**config.mk**
```make
export PLATFORM = sky130hd
export DESIGN_NAME = watch_set_ctrl
export DESIGN_NICKNAME = d
export VERILOG_FILES = /design/src/rtl/watch_set_ctrl.sv
export SDC_FILE = /design/constraint.sdc
export NUM_CORES = 1
export LEC_CHECK = 0
export CAP_MARGIN = 0
export CORE_UTILIZATION = 50
export CTS_CLUSTER_DIAMETER = 50
export DETAILED_ROUTE_END_ITERATION = 8
export HOLD_SLACK_MARGIN = 0.12
export PLACE_DENSITY = 0.75
export SETUP_SLACK_MARGIN = 0.5
export SLEW_MARGIN = 25
export SYNTH_ARGS = -nofsm -noshare
export SYNTH_HDL_FRONTEND = slang
export SYNTH_SLANG_ARGS = --single-unit
export TNS_END_PERCENT = 100
```
**constraint.sdc**
```tcl
create_clock -name clk -period 4.55 [get_ports clk]
set_clock_uncertainty 0.2 [all_clocks]
set_input_delay 0.91 -clock clk [delete_from_list [all_inputs] [get_ports clk]]
set_output_delay 0.91 -clock clk [all_outputs]
set_load 0.01 [all_outputs]
```
**src/rtl/watch_set_ctrl.sv**
```systemverilog
// -----------------------------------------------------------------------------
// watch_set_ctrl
// Two-button time-setting controller for a BCD watch counter.
// Mode cycles RUN -> SET_HOUR -> SET_MIN -> COMMIT -> RUN. Up increments the
// field being edited. COMMIT pulses load for one cycle. An edit that sees no
// accepted press for TIMEOUT_CYC cycles is dropped and the block returns to RUN.
//
// Optional feature macro: WATCH_SET_BLINK_EN
//   When it is defined, the field being edited blinks through blank_mask.
//   When it is undefined, blank_mask is constant 0 and no blink counter exists.
//
// Ports
//   clk                      1 kHz system clock, rising edge
//   rst                      asynchronous active-high reset
//   btn_mode, btn_up         raw active-high buttons (asynchronous to clk)
//   cur_{h,m}_{ten,one}      live BCD time from the watch counter
//   set_{h,m}_{ten,one}      BCD edit registers
//   load                     one-cycle strobe: counter takes the set_* values
//   hold                     high while editing; the counter freezes
//   mode                     0 RUN, 1 SET_HOUR, 2 SET_MIN, 3 COMMIT
//   blank_mask               per-digit blank request, bit5 h_ten .. bit0 s_one
// -----------------------------------------------------------------------------
module watch_set_ctrl #(
    parameter int DEBOUNCE_CYC = 20,
    parameter int TIMEOUT_CYC  = 10000,
    parameter int BLINK_HALF   = 500
) (
    input  logic       clk,
    input  logic       rst,
    input  logic       btn_mode,
    input  logic       btn_up,
    input  logic [3:0] cur_h_ten,
    input  logic [3:0] cur_h_one,
    input  logic [3:0] cur_m_ten,
    input  logic [3:0] cur_m_one,
    output logic [3:0] set_h_ten,
    output logic [3:0] set_h_one,
    output logic [3:0] set_m_ten,
    output logic [3:0] set_m_one,
    output logic       load,
    output logic       hold,
    output logic [1:0] mode,
    output logic [5:0] blank_mask
);

    localparam int DW = $clog2(DEBOUNCE_CYC + 1);
    localparam int IW = $clog2(TIMEOUT_CYC + 1);

    typedef enum logic [1:0] {
        ST_RUN    = 2'd0,
        ST_HOUR   = 2'd1,
        ST_MIN    = 2'd2,
        ST_COMMIT = 2'd3
    } state_t;

    state_t state_q, state_d;

    // ---------------- button conditioning ----------------
    // Index 0 = mode, 1 = up.
    logic [1:0] btn_raw;
    logic [1:0] press;

    assign btn_raw = {btn_up, btn_mode};

    genvar gi;
    generate
        for (gi = 0; gi < 2; gi++) begin : g_btn
            logic          s1_q, s2_q;
            logic          last_q;      // value of the current run of samples
            logic [DW-1:0] cnt_q;       // length of that run, saturating
            logic          lvl_q, lvl_prev_q;
            // arm_q is set only once a stable low has been accepted, so a
            // button held through reset release cannot produce an event.
            logic          arm_q;

            always_ff @(posedge clk or posedge rst) begin
                if (rst) begin
                    s1_q       <= 1'b0;
                    s2_q       <= 1'b0;
                    last_q     <= 1'b0;
                    cnt_q      <= '0;
                    lvl_q      <= 1'b0;
                    lvl_prev_q <= 1'b0;
                    arm_q      <= 1'b0;
                end else begin
                    s1_q       <= btn_raw[gi];
                    s2_q       <= s1_q;
                    lvl_prev_q <= lvl_q;
                    if (s2_q != last_q) begin
                        last_q <= s2_q;
                        cnt_q  <= DW'(1);
                    end else begin
                        if (cnt_q != DW'(DEBOUNCE_CYC))
                            cnt_q <= cnt_q + DW'(1);
                        // This sample completes DEBOUNCE_CYC identical ones.
                        if (cnt_q == DW'(DEBOUNCE_CYC - 1)) begin
                            lvl_q <= last_q;
                            if (!last_q)
                                arm_q <= 1'b1;
                        end
                    end
                end
            end

            assign press[gi] = lvl_q & ~lvl_prev_q & arm_q;
        end
    endgenerate

    logic mode_ev, up_ev;
    assign mode_ev = press[0];
    assign up_ev   = press[1];

    // ---------------- idle timeout ----------------
    logic [IW-1:0] idle_q;
    logic          in_set;
    logic          timeout;

    assign in_set  = (state_q == ST_HOUR) || (state_q == ST_MIN);
    assign timeout = (idle_q == IW'(TIMEOUT_CYC - 1));

    // ---------------- FSM: state register ----------------
    always_ff @(posedge clk or posedge rst) begin
        if (rst)
            state_q <= ST_RUN;
        else
            state_q <= state_d;
    end

    // ---------------- FSM: next state ----------------
    // Any accepted event clears the idle counter, so it beats a same-cycle timeout.
    always_comb begin
        state_d = state_q;
        case (state_q)
            ST_RUN:    if (mode_ev) state_d = ST_HOUR;
            ST_HOUR:   if (mode_ev) state_d = ST_MIN;
                       else if (!up_ev && timeout) state_d = ST_RUN;
            ST_MIN:    if (mode_ev) state_d = ST_COMMIT;
                       else if (!up_ev && timeout) state_d = ST_RUN;
            ST_COMMIT: state_d = ST_RUN;
            default:   state_d = ST_RUN;
        endcase
    end

    always_ff @(posedge clk or posedge rst) begin
        if (rst)
            idle_q <= '0;
        else if (in_set && (state_d == state_q) && !mode_ev && !up_ev)
            idle_q <= idle_q + IW'(1);
        else
            idle_q <= '0;
    end

    // ---------------- edit registers ----------------
    logic [3:0] h_ten_q, h_one_q, m_ten_q, m_one_q;
    logic       cur_h_ok, cur_m_ok;

    // A corrupt live time is replaced by 00 so the edit registers stay legal.
    assign cur_h_ok = (cur_h_one <= 4'd9) &&
                      ((cur_h_ten < 4'd2) || ((cur_h_ten == 4'd2) && (cur_h_one <= 4'd3)));
    assign cur_m_ok = (cur_m_ten <= 4'd5) && (cur_m_one <= 4'd9);

    always_ff @(posedge clk or posedge rst) begin
        if (rst) begin
            h_ten_q <= 4'd0;
            h_one_q <= 4'd0;
            m_ten_q <= 4'd0;
            m_one_q <= 4'd0;
        end else begin
            case (state_q)
                ST_RUN: begin
                    if (mode_ev) begin
                        h_ten_q <= cur_h_ok ? cur_h_ten : 4'd0;
                        h_one_q <= cur_h_ok ? cur_h_one : 4'd0;
                        m_ten_q <= cur_m_ok ? cur_m_ten : 4'd0;
                        m_one_q <= cur_m_ok ? cur_m_one : 4'd0;
                    end
                end
                ST_HOUR: begin
                    if (up_ev && !mode_ev) begin
                        if ((h_ten_q == 4'd2) && (h_one_q == 4'd3)) begin
                            h_ten_q <= 4'd0;
                            h_one_q <= 4'd0;
                        end else if (h_one_q == 4'd9) begin
                            h_ten_q <= h_ten_q + 4'd1;
                            h_one_q <= 4'd0;
                        end else begin
                            h_one_q <= h_one_q + 4'd1;
                        end
                    end
                end
                ST_MIN: begin
                    if (up_ev && !mode_ev) begin
                        if (m_one_q == 4'd9) begin
                            m_one_q <= 4'd0;
                            m_ten_q <= (m_ten_q == 4'd5) ? 4'd0 : m_ten_q + 4'd1;
                        end else begin
                            m_one_q <= m_one_q + 4'd1;
                        end
                    end
                end
                default: ;
            endcase
        end
    end

    assign set_h_ten = h_ten_q;
    assign set_h_one = h_one_q;
    assign set_m_ten = m_ten_q;
    assign set_m_one = m_one_q;

`ifdef WATCH_SET_BLINK_EN
    localparam int BW = $clog2(2 * BLINK_HALF);
    logic [BW-1:0] blink_q;

    // Restarting on entry and on every up press keeps the field solid for
    // BLINK_HALF cycles after each change.
    always_ff @(posedge clk or posedge rst) begin
        if (rst)
            blink_q <= '0;
        else if ((state_d != state_q) || (up_ev && in_set))
            blink_q <= '0;
        else if (blink_q == BW'(2 * BLINK_HALF - 1))
            blink_q <= '0;
        else
            blink_q <= blink_q + BW'(1);
    end
`endif

    // ---------------- FSM: outputs ----------------
    always_comb begin
        mode       = state_q;
        load       = (state_q == ST_COMMIT);
        hold       = (state_q != ST_RUN);
        blank_mask = 6'b000000;
`ifdef WATCH_SET_BLINK_EN
        if (blink_q >= BW'(BLINK_HALF)) begin
            if (state_q == ST_HOUR)
                blank_mask = 6'b110000;
            else if (state_q == ST_MIN)
                blank_mask = 6'b001100;
        end
`endif
    end

endmodule

```
# After elaboration in Yosys (flattened, before gate mapping)
# Index checks and enable logic that the tools add are counted.
dict set report word_totals {
  reg_bits 54
  out_inout_bits 26
}
dict set report classes {
  n_addsub 7
  n_lt_le_gt_ge 5
  n_eq_ne 22
  muxes 33
  bitwise 10
  n_reduce_logical 27
}
# op count
set ops {}
lappend ops {{4-bit 2-to-1 mux} 19}
lappend ops {{4-bit case mux with 2 select lines} 4}
lappend ops {{5-bit 2-to-1 mux} 4}
lappend ops {{4-bit by 1-bit adder with 4-bit output, second input constant} 4}
lappend ops {{14-bit by 1-bit adder with 14-bit output, second input constant} 1}
lappend ops {{14-bit == test, second input constant} 1}
lappend ops {{14-bit 2-to-1 mux} 1}
lappend ops {{4-bit by 2-bit == test with 1-bit output, second input constant} 3}
lappend ops {{3-bit AND reduction} 4}
lappend ops {{5-bit by 1-bit adder with 5-bit output, second input constant} 2}
lappend ops {{5-bit == test, second input constant} 2}
lappend ops {{5-bit != test, second input constant} 2}
lappend ops {{2-bit nonzero test} 5}
lappend ops {{1-bit logical AND} 9}
lappend ops {{4-bit == test, second input constant} 2}
lappend ops {{4-bit less-or-equal comparator, second input constant} 2}
lappend ops {{2-bit 2-to-1 mux} 4}
lappend ops {{2-bit case mux with 4 select lines} 1}
lappend ops {{4-bit AND reduction} 2}
lappend ops {{2-bit by 1-bit != test with 1-bit output, second input constant} 3}
lappend ops {{1-bit NOT} 6}
lappend ops {{1-bit bitwise AND} 4}
lappend ops {{2-bit == test, second input constant} 2}
lappend ops {{4-bit by 3-bit == test with 1-bit output, second input constant} 1}
lappend ops {{other kinds (12)} 16}

# Logic depth before layout (Yosys ltp)
# Gate-level depths: netlist (run 1).
dict set report depth {
  depth_word 13
  mapped_depth 8
  mapped_depth_nobuf 6
}

# Worst setup path before layout (run 1)
# No wires, ideal clock.
dict set report synth_timing {
  path_kind {register -> register}
  startpoint {register state_q[0] (netlist: mode[0])}
  endpoint {register h_ten_q[3] (netlist: set_h_ten[3])}
  arrival_time_ns 1.969
  t_required_ns 4.273
  setup_slack_ns 2.304
  path_stages_with_launch 7
  period_less_slack_ns 2.246
  path_cell_list {dfrtp_1 > inv_1 > ha_1 > nand2b_1 > or3_1 > or4_1 > a21oi_1}
}
dict set report synth_via {
  elab_chain_cells 3
}
# element line_no
set synth_lines {}
lappend synth_lines {{start, declared} 56} ;# state_t state_q, state_d;
lappend synth_lines {{start signal, assigned} 126} ;# state_q <= state_d;
lappend synth_lines {{2-bit by 1-bit == test with 1-bit output / 2-bit logical NOT (equally long branches)} 169} ;# case (state_q)
lappend synth_lines {{3-bit by 1-bit != test with 1-bit output (no source line), or another cell as far along} --}
lappend synth_lines {{4-bit AND reduction (no source line)} --}
lappend synth_lines {{end signal, assigned} 172} ;# h_ten_q <= cur_h_ok ? cur_h_ten : 4'd0;
lappend synth_lines {{end signal, assigned} 184} ;# h_ten_q <= h_ten_q + 4'd1;
lappend synth_lines {{end, declared} 154} ;# logic [3:0] h_ten_q, h_one_q, m_ten_q, m_one_q;
# Parallel ways exist; a longest one is shown, timed or not.
# A chain may end at the register's enable or synchronous reset.

# Worst setup path in the final report (run 1)
dict set report layout_timing {
  startpoint {register state_q[0] (netlist: mode[0])}
  endpoint {output hold}
}
dict set report layout_via {
  elab_chain_cells 1
}
# element line_no
set layout_lines {}
lappend layout_lines {{2-bit nonzero test} 233} ;# hold = (state_q != ST_RUN);
lappend layout_lines {{end, declared} 41} ;# output logic hold,
# No other way between the ends.

==> results.cfg, run 1 <==
[yosys]
synthAdderAreaFrac_pct = 6.66
synth_top_area_cell = dfrtp_1
synth-compound-area-share_pct = 14.7
netlist-cell-type-count = 51
synth_top_family_by_area = simple AND/OR/NAND/NOR gates
netlist.area_leader.share_pct = 44.9
yosys_warnings = 0
synth.mux.area_fraction_pct = 2.25
ys_ff_latch = 54
syn_avg_cell_area_sq_um = 9.67
postSynth.asyncResetShare_pct = 100
syn-cell-area_sq_mm = 0.00301
synthSimpleGateAreaFrac_pct = 21.3
synth_ff_type = dfrtp_1
synth_area_leaders = dfrtp_1 (45%), ha_1 (6.7%), xnor2_1 (3.2%)
synth_xor_area_share_pct = 4.95
synthCells = 311
ys_seq_area_share_pct = 44.9
synth-edff-count = 0

[power_and_ir_drop]
power.leakage_nw = 1.46
vdd_drop_max_v = 0.000197
p_per_area_mw_per_mm2 = 277

[placed_design]
gp_congestion = 0.864
placed_cell_area_sq_mm = 0.00345
portBuffers = 39
post-dp-hpwl_mm = 4.27

[global_routing]
use_met2_pct = 32.4
first_global_vias = 2206
grt_pass1_wl_mm = 10.0
use_met3_pct = 4.11
antenna_found_initial = 0
met1_usage_pct = 26.7
grt_busiest_layer = met2
grt.total_usage_pct = 19.9
overflow = 0
grt_max_degree = 37

[critical_path]
critical_path.max_stage_delay_ps = 530
critPathKind = flip-flop to output pin
crit_top_cell = inv_1
path_delay_family = buffers and inverters
slowest_stage = clkdlybuf4s50_1
critPathLaunchType = flip-flop
cp-end-kind = output pin
critPathArrivalTime_ps = 1770
r2r-start = mode[0]
worstPathMaxFanout = 7
crit_buf_inv = 3
rr_worst_depth = 6
worstSetupStartpoint = mode[0]
worstPathRequired_ps = 3440
critical_path.cell_chain = inv_1 -> ha_1 -> inv_1 -> clkdlybuf4s50_1
worst-path-stages = 4

[finish]
fin_nets = 389
post-route-util_pct = 62.8
fillCellCount = 477
drive_gt1_share_pct = 5.37
syn_to_final_growth_pct = 17.8
fin_area_sq_mm = 0.00354
antenna_cells = 0

[clock_network]
numCtsBuffers = 5
holdBufCountCts = 0
clock_sinks = 54
cts_setup_buffers = 0
tritoncts = yes
clk_pin_slew_ps = 100
h-tree-depth = 2
clock_latency_ps = 300
cts_buffer_depth = 2
cts-root-buf = clkbuf_8
cts_resized = 0

[routing]
drt-total-wl_mm = 5.86
routedWlPerCell_microns = 13.8
ant_nets = 0
via_per_inst = 5.62
remaining_drc_errors = 0
dr.pass1.iters = 5
vias = 2393
drt_iter0_drc = 114

[sta]
setup_violations = 0
final_hold_viol_count = 0
max_freq_mhz = 347
rsz0062_at_grt = false
slew_headroom_pct = 33.7
worst_slew_pin_slew_ps = 987
fin_crit_sh_pct = 63.3
layout_min_cycle_time_ps = 2880
fin_setup_tns_ps = 0
drv_slew = 0

[floorplanning]
initial_utilization_pct = 53.3
ioPinCount = 46
chipHeight_microns = 79.6
die_w_microns = 79.6
die_area_sq_mm = 0.00633
rows = 27
core_area_sq_mm = 0.00564

[hold_path]
hp-start = g_btn[0].s1_q
hold_class = flip-flop to flip-flop
hold_depth = 0

[run]
cap_violations = 0

[status]
status = completed
cells in the final DEF, fill, tap and decap left out, types with 3 or more instances in the layout:
cell type / n
nand2_1: 16
a22o_1: 4
dfrtp_1: 54
xnor2_1: 11
nand3_1: 16
and3b_1: 4
ha_1: 16
nor3_1: 17
conb_1: 6
o21ai_0: 13
o211ai_1: 3
nor4_1: 3
nand3b_1: 3
nand2b_1: 7
o2bb2ai_1: 4
a211oi_1: 3
clkdlybuf4s50_1: 39
o22ai_1: 3
a21oi_1: 14
and3_1: 7
xor2_1: 6
nand4_1: 5
clkbuf_8: 5
mux2_2: 6
o31ai_1: 6
inv_1: 24
nor2_1: 21
final timing paths:
kind | to | slack (ps)
max | hold | 1670
min | g_btn[0].s2_q | 150
max reg2reg | idle_q[4] | 1940
min reg2reg | g_btn[0].s2_q | 150
max in group asynchronous | g_btn[1].cnt_q[2] | 2550
min in group asynchronous | g_btn[0].cnt_q[0] | 860
power breakdown:
group	total (W)	switching, W	internal [W]	leakage, nW
combinational	0.000167	0.0000905	0.0000763	0.703
sequential	0.000551	0.0000343	0.000517	0.715
clock	0.000263	0.000155	0.000108	0.0441
total	0.000981	0.000280	0.000702	1.46
layout make-up:
| class | instances | area, sq um | share of cell area [%] |
|---|---|---|---|
| clock inverters | 3 | 21.3 | 0.600 |
| inverters | 25 | 93.8 | 2.65 |
| repair buffers | 40 | 398 | 11.2 |
| flip-flops and latches | 54 | 1350 | 38.1 |
| multi-input cells | 227 | 1520 | 42.9 |
| well taps | 72 | 90.1 | 2.54 |
| clock buffers | 5 | 68.8 | 1.94 |
per-layer routing:
layer / routed length, microns / share of wire [%] / vias to the layer above
li1: - / - / 1202
met1: 2820 / 48 / 1132
met2: 2750 / 47 / 53
met3: 245 / 4.2 / 6
met4: 46 / 0.79 / 0
met5: 0 / 0 / -
Yosys cell counts, drive strengths merged, types with 3 or more instances:
cell type,instances
clkbuf,4
nand2b,7
o2bb2ai,4
and3b,4
a22o,4
o22ai,3
dfrtp,54
nor4,3
xnor2,11
a211oi,3
and3,7
inv,25
nor2,21
xor2,6
o31ai,6
nand3,16
nor3,17
mux2,6
o211ai,3
nand4,5
a21oi,14
nand3b,3
buf,6
o21ai,14
ha,16
nand2,16
stage by stage:
| stage | hold slack, ps | power [W] | std cells | setup WS (ps) |
|---|---|---|---|---|
| detailed placement | 136 | 0.000730 | 418 | 1930 |
| finish | 154 | 0.000981 | 426 | 1670 |
| global route | 160 | 0.00105 | 426 | 1570 |
| global placement | 133 | 0.000723 | 418 | 2050 |
| CTS | 158 | 0.000995 | 426 | 1650 |
| floorplan | 131 | 0.000681 | 316 | 2130 |
registers in the layout, summed over array words and instances (netlist names):
name / flops
set_h_ten: 4
set_h_one: 4
set_m_one: 4
g_btn.s1_q: 2
mode: 2
idle_q: 14
g_btn.last_q: 2
g_btn.lvl_q: 2
g_btn.arm_q: 2
g_btn.s2_q: 2
set_m_ten: 4
g_btn.lvl_prev_q: 2
g_btn.cnt_q: 10
cell families after synthesis:
| family | count (synthesis) |
|---|---|
| buf+inv | 35 |
| other cells | 1 |
| compound gates | 66 |
| mux | 6 |
| simple gates | 116 |
| fa+ha+maj | 16 |
| xor+xnor | 17 |
| flops | 54 |
worst reg2reg max path, cell delays in order, from the launching register on:
cell	delay, ps
dfrtp_1	460
inv_1	110
ha_1	260
nor4b_1	270
nand4_1	190
nor3_1	830
nor3_1	130
(Power assumes the default switching activity.)
==> run 2, diff against run 1 <==
==> constraint.sdc (replaced) <==
create_clock -name clk -period 2.83 [get_ports clk]
set_clock_uncertainty 0.2 [all_clocks]
set_input_delay 0.566 -clock clk [delete_from_list [all_inputs] [get_ports clk]]
set_output_delay 0.566 -clock clk [all_outputs]
set_load 0.01 [all_outputs]
==> run 2 against run 1 <==
Net effect: power increased by 72%; register-to-register slack got worse by 1400 ps; worst hold slack improved by 2.4 ps; global-route usage increased by 1.1 points; via count increased by 4.0%; core utilization increased by 1.9 points; routed wire length increased by 4.2%; clock power increased by 98%; cell area increased by 3.0%; critical path depth unchanged; critical endpoint unchanged; largest cell class unchanged; highest routed layer unchanged.
==> results.cfg, run 2 (synthesized netlist as in run 1, its figures left out) <==
[finish]
fin_nets = 396
syn_to_final_growth_pct = 21.4
fillCellCount = 459
drive_gt1_share_pct = 8.31
antenna_cells = 0
top_regs = idle_q x14, g_btn.cnt_q x10
mostFrequentLayoutCells = dfrtp_1 (53), clkdlybuf4s50_1 (38), inv_1 (23)
final_common_cell = dfrtp_1
top_register = idle_q
largest_register_ffs = 14
fin_area_sq_mm = 0.00365

[placed_design]
placed_cell_area_sq_mm = 0.00350
place_ws_ps = 459
gp_congestion = 0.884
post-dp-hpwl_mm = 4.30
portBuffers = 39

[critical_path]
critical_path.max_stage_delay_ps = 530
crit_top_cell = inv_1
critical_path.cell_chain = inv_1 -> ha_4 -> inv_1 -> clkdlybuf4s50_1
crit_buf_inv = 3
slowest_stage = clkdlybuf4s50_1
critPathLaunchType = flip-flop
cp-end-kind = output pin
path_delay_family = buffers and inverters
worstPathRequired_ps = 2060
worstPathMaxFanout = 6
critPathKind = flip-flop to output pin
critPathArrivalTime_ps = 1550

[power_and_ir_drop]
power.leakage_nw = 1.53
vdd_drop_max_v = 0.000289
p_per_area_mw_per_mm2 = 461

[clock_network]
holdBufCountCts = 0
cts-root-buf = clkbuf_8
cts_buffer_depth = 2
h-tree-depth = 2
clock_latency_ps = 310
clock_sinks = 54
numCtsBuffers = 5
tritoncts = yes
clk_pin_slew_ps = 100

[hold_path]
hold_class = flip-flop to flip-flop

[floorplanning]
chipHeight_microns = 79.6
core_area_sq_mm = 0.00564
die_area_sq_mm = 0.00633
die_w_microns = 79.6
rows = 27
ioPinCount = 46
initial_utilization_pct = 53.3

[global_routing]
grt_max_degree = 55
grt_pass1_wl_mm = 10.4
antenna_found_initial = 0
grt.total_usage_pct = 21.0
first_global_vias = 2346
overflow = 0

[routing]
vias = 2488
remaining_drc_errors = 0
dr.pass1.iters = 5
routedWlPerCell_microns = 14.1
ant_nets = 0
via_per_inst = 5.75
drt-total-wl_mm = 6.11
drt_iter0_drc = 88

[sta]
final_hold_viol_count = 0
max_freq_mhz = 432
layout_min_cycle_time_ps = 2320
setup_violations = 0
worst_slew_pin_slew_ps = 530
rsz0062_at_grt = true
drv_slew = 0
fin_crit_sh_pct = 81.9
fin_setup_tns_ps = 0
slew_headroom_pct = 64.2
worst_slack_ps = 513

[status]
status = completed

[run]
cap_violations = 0
==> run 2: per-layer routing <==
layer	GRT usage, %	wire (microns)
met5	0	0
met4	6.36	59
met3	3.77	229
met2	35.8	2930
met1	26.9	2880
==> run 2: layout make-up <==
cell class / instances / area [sq um] / share of cell area [%]
clock buffer: 6 / 72.6 / 1.99
clock inverter: 2 / 37.5 / 1.03
sequential: 54 / 1350 / 37.0
timing repair buffer: 47 / 465 / 12.7
inverter: 25 / 93.8 / 2.57
multi-input combinational: 227 / 1540 / 42.2
tap: 72 / 90.1 / 2.47
==> run 2: timing repair <==
item | in CTS | in global routing
setup buffers | 2 | 1
endpoints found under the setup margin | 5 | 7
gates resized for setup | 4 | 3
pin swaps | 0 | 1
==> run 2: worst paths after layout <==
check	start	endpoint	slack, ps	cells past startpoint
worst max-delay path	mode[1]	hold	510	4
worst min-delay path	g_btn[1].s1_q	g_btn[1].s2_q	160	0
worst max register to register	mode[1]	set_h_ten[2]	530	6
worst min register to register	g_btn[1].s1_q	g_btn[1].s2_q	160	0
max in group asynchronous	rst	mode[0]	1770	3
min in group asynchronous	rst	g_btn[0].cnt_q[0]	400	3
==> run 2: worst reg2reg max path, delay by kind of cell (launching register included) <==
| family | cells | cell delay (ps) |
|---|---|---|
| simple gates | 3 | 990 |
| fa+ha+maj | 1 | 300 |
| flops | 1 | 390 |
| compound gates | 1 | 190 |
| buf+inv | 1 | 140 |
==> run 2: power breakdown <==
group / internal (W) / switching (W)
sequential: 0.000831 / 0.0000556
combinational: 0.000126 / 0.000151
clock: 0.000264 / 0.000255
==> run 2: through the flow <==
step / utilization (%) / hold WS, ps / power [W] / std cells
3_3_place_gp: 62.0 / 132 / 0.00116 / 422
5_1_grt: 64.7 / 164 / 0.00177 / 433
4_1_cts: 64.5 / 157 / 0.00169 / 432
3_5_place_dp: 62.0 / 135 / 0.00118 / 422
2_1_floorplan: - / 131 / 0.00109 / 316
6_report: 64.7 / 156 / 0.00168 / 433
==> run 3, diff against run 2 <==
--- a/config.mk
+++ b/config.mk
@@ -6,11 +6,11 @@
 export NUM_CORES = 1
 export LEC_CHECK = 0
 export CAP_MARGIN = 0
-export CORE_UTILIZATION = 50
+export CORE_UTILIZATION = 49
 export CTS_CLUSTER_DIAMETER = 50
 export DETAILED_ROUTE_END_ITERATION = 8
 export HOLD_SLACK_MARGIN = 0.12
-export PLACE_DENSITY = 0.75
+export PLACE_DENSITY = 0.76
 export SETUP_SLACK_MARGIN = 0.5
 export SLEW_MARGIN = 25
 export SYNTH_ARGS = -nofsm -noshare
==> constraint.sdc (replaced) <==
create_clock -name clk -period 2.1 [get_ports clk]
set_clock_uncertainty 0.2 [all_clocks]
set_input_delay 0.42 -clock clk [delete_from_list [all_inputs] [get_ports clk]]
set_output_delay 0.42 -clock clk [all_outputs]
set_load 0.01 [all_outputs]
==> run 3 against run 2 <==
Net effect: the run now ends with negative setup slack left; global-route usage up 4.5 points; power up 38%; sequential share of layout area down 7.2 points; highest routed layer unchanged.
==> results.cfg, run 3 (synthesized netlist as in run 1, its figures left out) <==
[routing]
ant_nets = 0
remaining_drc_errors = 0
drt-total-wl_mm = 8.36
drt_iter0_drc = 208
routedWlPerCell_microns = 17.1
dr.pass1.iters = 5
vias = 2874
via_per_inst = 5.88

[critical_path]
critPathArrivalTime_ps = 2230
cp-end-kind = flip-flop
worstPathRequired_ps = 2110
critPathLaunchType = flip-flop
critPathKind = flip-flop to flip-flop
rrSetupSlack_ps = -120
worstPathMaxFanout = 6

[power_and_ir_drop]
netSwitchingFraction_pct = 28.1
power_switching_w = 0.000654
vdd_drop_max_v = 0.000485
p_int_w = 0.00167
p_per_area_mw_per_mm2 = 511
seqPwrFrac_pct = 51.2
power.leakage_nw = 1.90
pwr-share-clk_pct = 31.3
power_frac_comb_pct = 17.5

[finish]
top_register = idle_q
final_common_cell = dfrtp_1
drive_gt1_share_pct = 38.4
top_regs = idle_q x14, g_btn.cnt_q x10
mostFrequentLayoutCells = dfrtp_1 (48), buf_6 (37), buf_4 (33)
antenna_cells = 0
syn_to_final_growth_pct = 51.4
fin_nets = 449
fin_area_sq_mm = 0.00455
post-route-util_pct = 76.9
largest_register_ffs = 14

[global_routing]
overflow = 0
antenna_found_initial = 0
grt.total_usage_pct = 25.4
grt_pass1_wl_mm = 12.6
first_global_vias = 2750
grt_max_degree = 30

[floorplanning]
chipHeight_microns = 80.4
die_area_sq_mm = 0.00646
initial_utilization_pct = 50.8
ioPinCount = 46
core_area_sq_mm = 0.00592
rows = 28
die_w_microns = 80.4

[run]
cap_violations = 0

[hold_path]
hold_class = flip-flop to flip-flop

[clock_network]
holdBufCountCts = 0
clock_sinks = 54
cts-root-buf = clkbuf_8
cts_buffer_depth = 2
clock_latency_ps = 310
tritoncts = yes
clk_pin_slew_ps = 100
numCtsBuffers = 5
h-tree-depth = 2

[sta]
worst_slew_pin_slew_ps = 620
worst_slack_ps = -119
fin_crit_sh_pct = 106
final_hold_viol_count = 0
hold_slack_ps = 159
slew_headroom_pct = 58.7
max_freq_mhz = 451
setup_violations = 10
drv_slew = 0
rsz0062_at_grt = true
layout_min_cycle_time_ps = 2220

[placed_design]
placed_cell_area_sq_mm = 0.00387
post-dp-hpwl_mm = 4.89
portBuffers = 39
gp_congestion = 0.852

[status]
violations = negative setup slack
status = finished, violations left
[run 3: cell types whose count changed in the layout (fill, tap and decap cells not counted), sizes merged]
cell,delta
buf,+67
clkdlybuf4s50,-19
clkbuf,+3
clkdlybuf4s15,+2
clkinv,+1
dlymetal6s2s,-1
[run 3: timing repair]
action	4_1_cts	5_1_grt
pin swaps	18	14
buffers inserted	29	8
setup endpoints to repair	52	51
cloned	0	0
endpoints found under the hold margin	0	0
resized for setup	130	29
[run 3: power by group through the flow]
stage / registers, W / logic, W / clock network (W)
2_1_floorplan: 0.00120 / 0.000280 / 0
3_3_place_gp: 0.00121 / 0.000369 / 0
3_5_place_dp: 0.00121 / 0.000385 / 0
4_1_cts: 0.00119 / 0.000395 / 0.000739
5_1_grt: 0.00120 / 0.000470 / 0.000774
6_report: 0.00119 / 0.000408 / 0.000727
[run 3: worst paths after layout]
path / start / end / cells past startpoint
worst max-delay path: set_h_ten[0] / set_h_one[1] / 8
worst max register to register: set_h_ten[0] / set_h_one[1] / 8
worst min-delay path: g_btn[1].s1_q / g_btn[1].s2_q / 0
worst min register to register: g_btn[1].s1_q / g_btn[1].s2_q / 0
min in group asynchronous: rst / g_btn[0].s2_q / 2
max in group asynchronous: rst / set_h_one[0] / 3
[run 3: layout make-up]
class	count	area, sq um
fillers	339	1370
multi-input cells	227	1910
well taps	75	93.8
flip-flops and latches	54	1360
clock inverters	3	47.5
repair buffers	100	965
inverters	25	110
clock buffers	5	68.8
[run 3: per-layer routing]
metal | GRT usage, % | vias to the layer above | wire length (microns)
met3 | 4.43 | 18 | 385
li1 | - | 1323 | -
met1 | 30.4 | 1416 | 3400
met4 | 11.1 | 0 | 135
met2 | 44.5 | 117 | 4440
met5 | 0 | - | 0
[run 3: critical path: stages (launching register included)]
cell and delay (ps):
dfrtp_2 420, inv_2 50, ha_1 120, or4b_4 470, buf_6 140, o211ai_1 200, buf_4 190, o2bb2ai_2 70
mux2_4 250
[run 3: through the flow]
| stage | setup WS, ps | cells | setup TNS, ps | total power (W) |
|---|---|---|---|---|
| floorplan | -52.6 | 316 | -127 | 0.00148 |
| global placement | -9.54 | 444 | -17.1 | 0.00158 |
| detailed placement | -109 | 444 | -240 | 0.00160 |
| CTS | -66.1 | 481 | -222 | 0.00232 |
| global route | -176 | 489 | -1660 | 0.00245 |
| finish | -119 | 489 | -619 | 0.00233 |
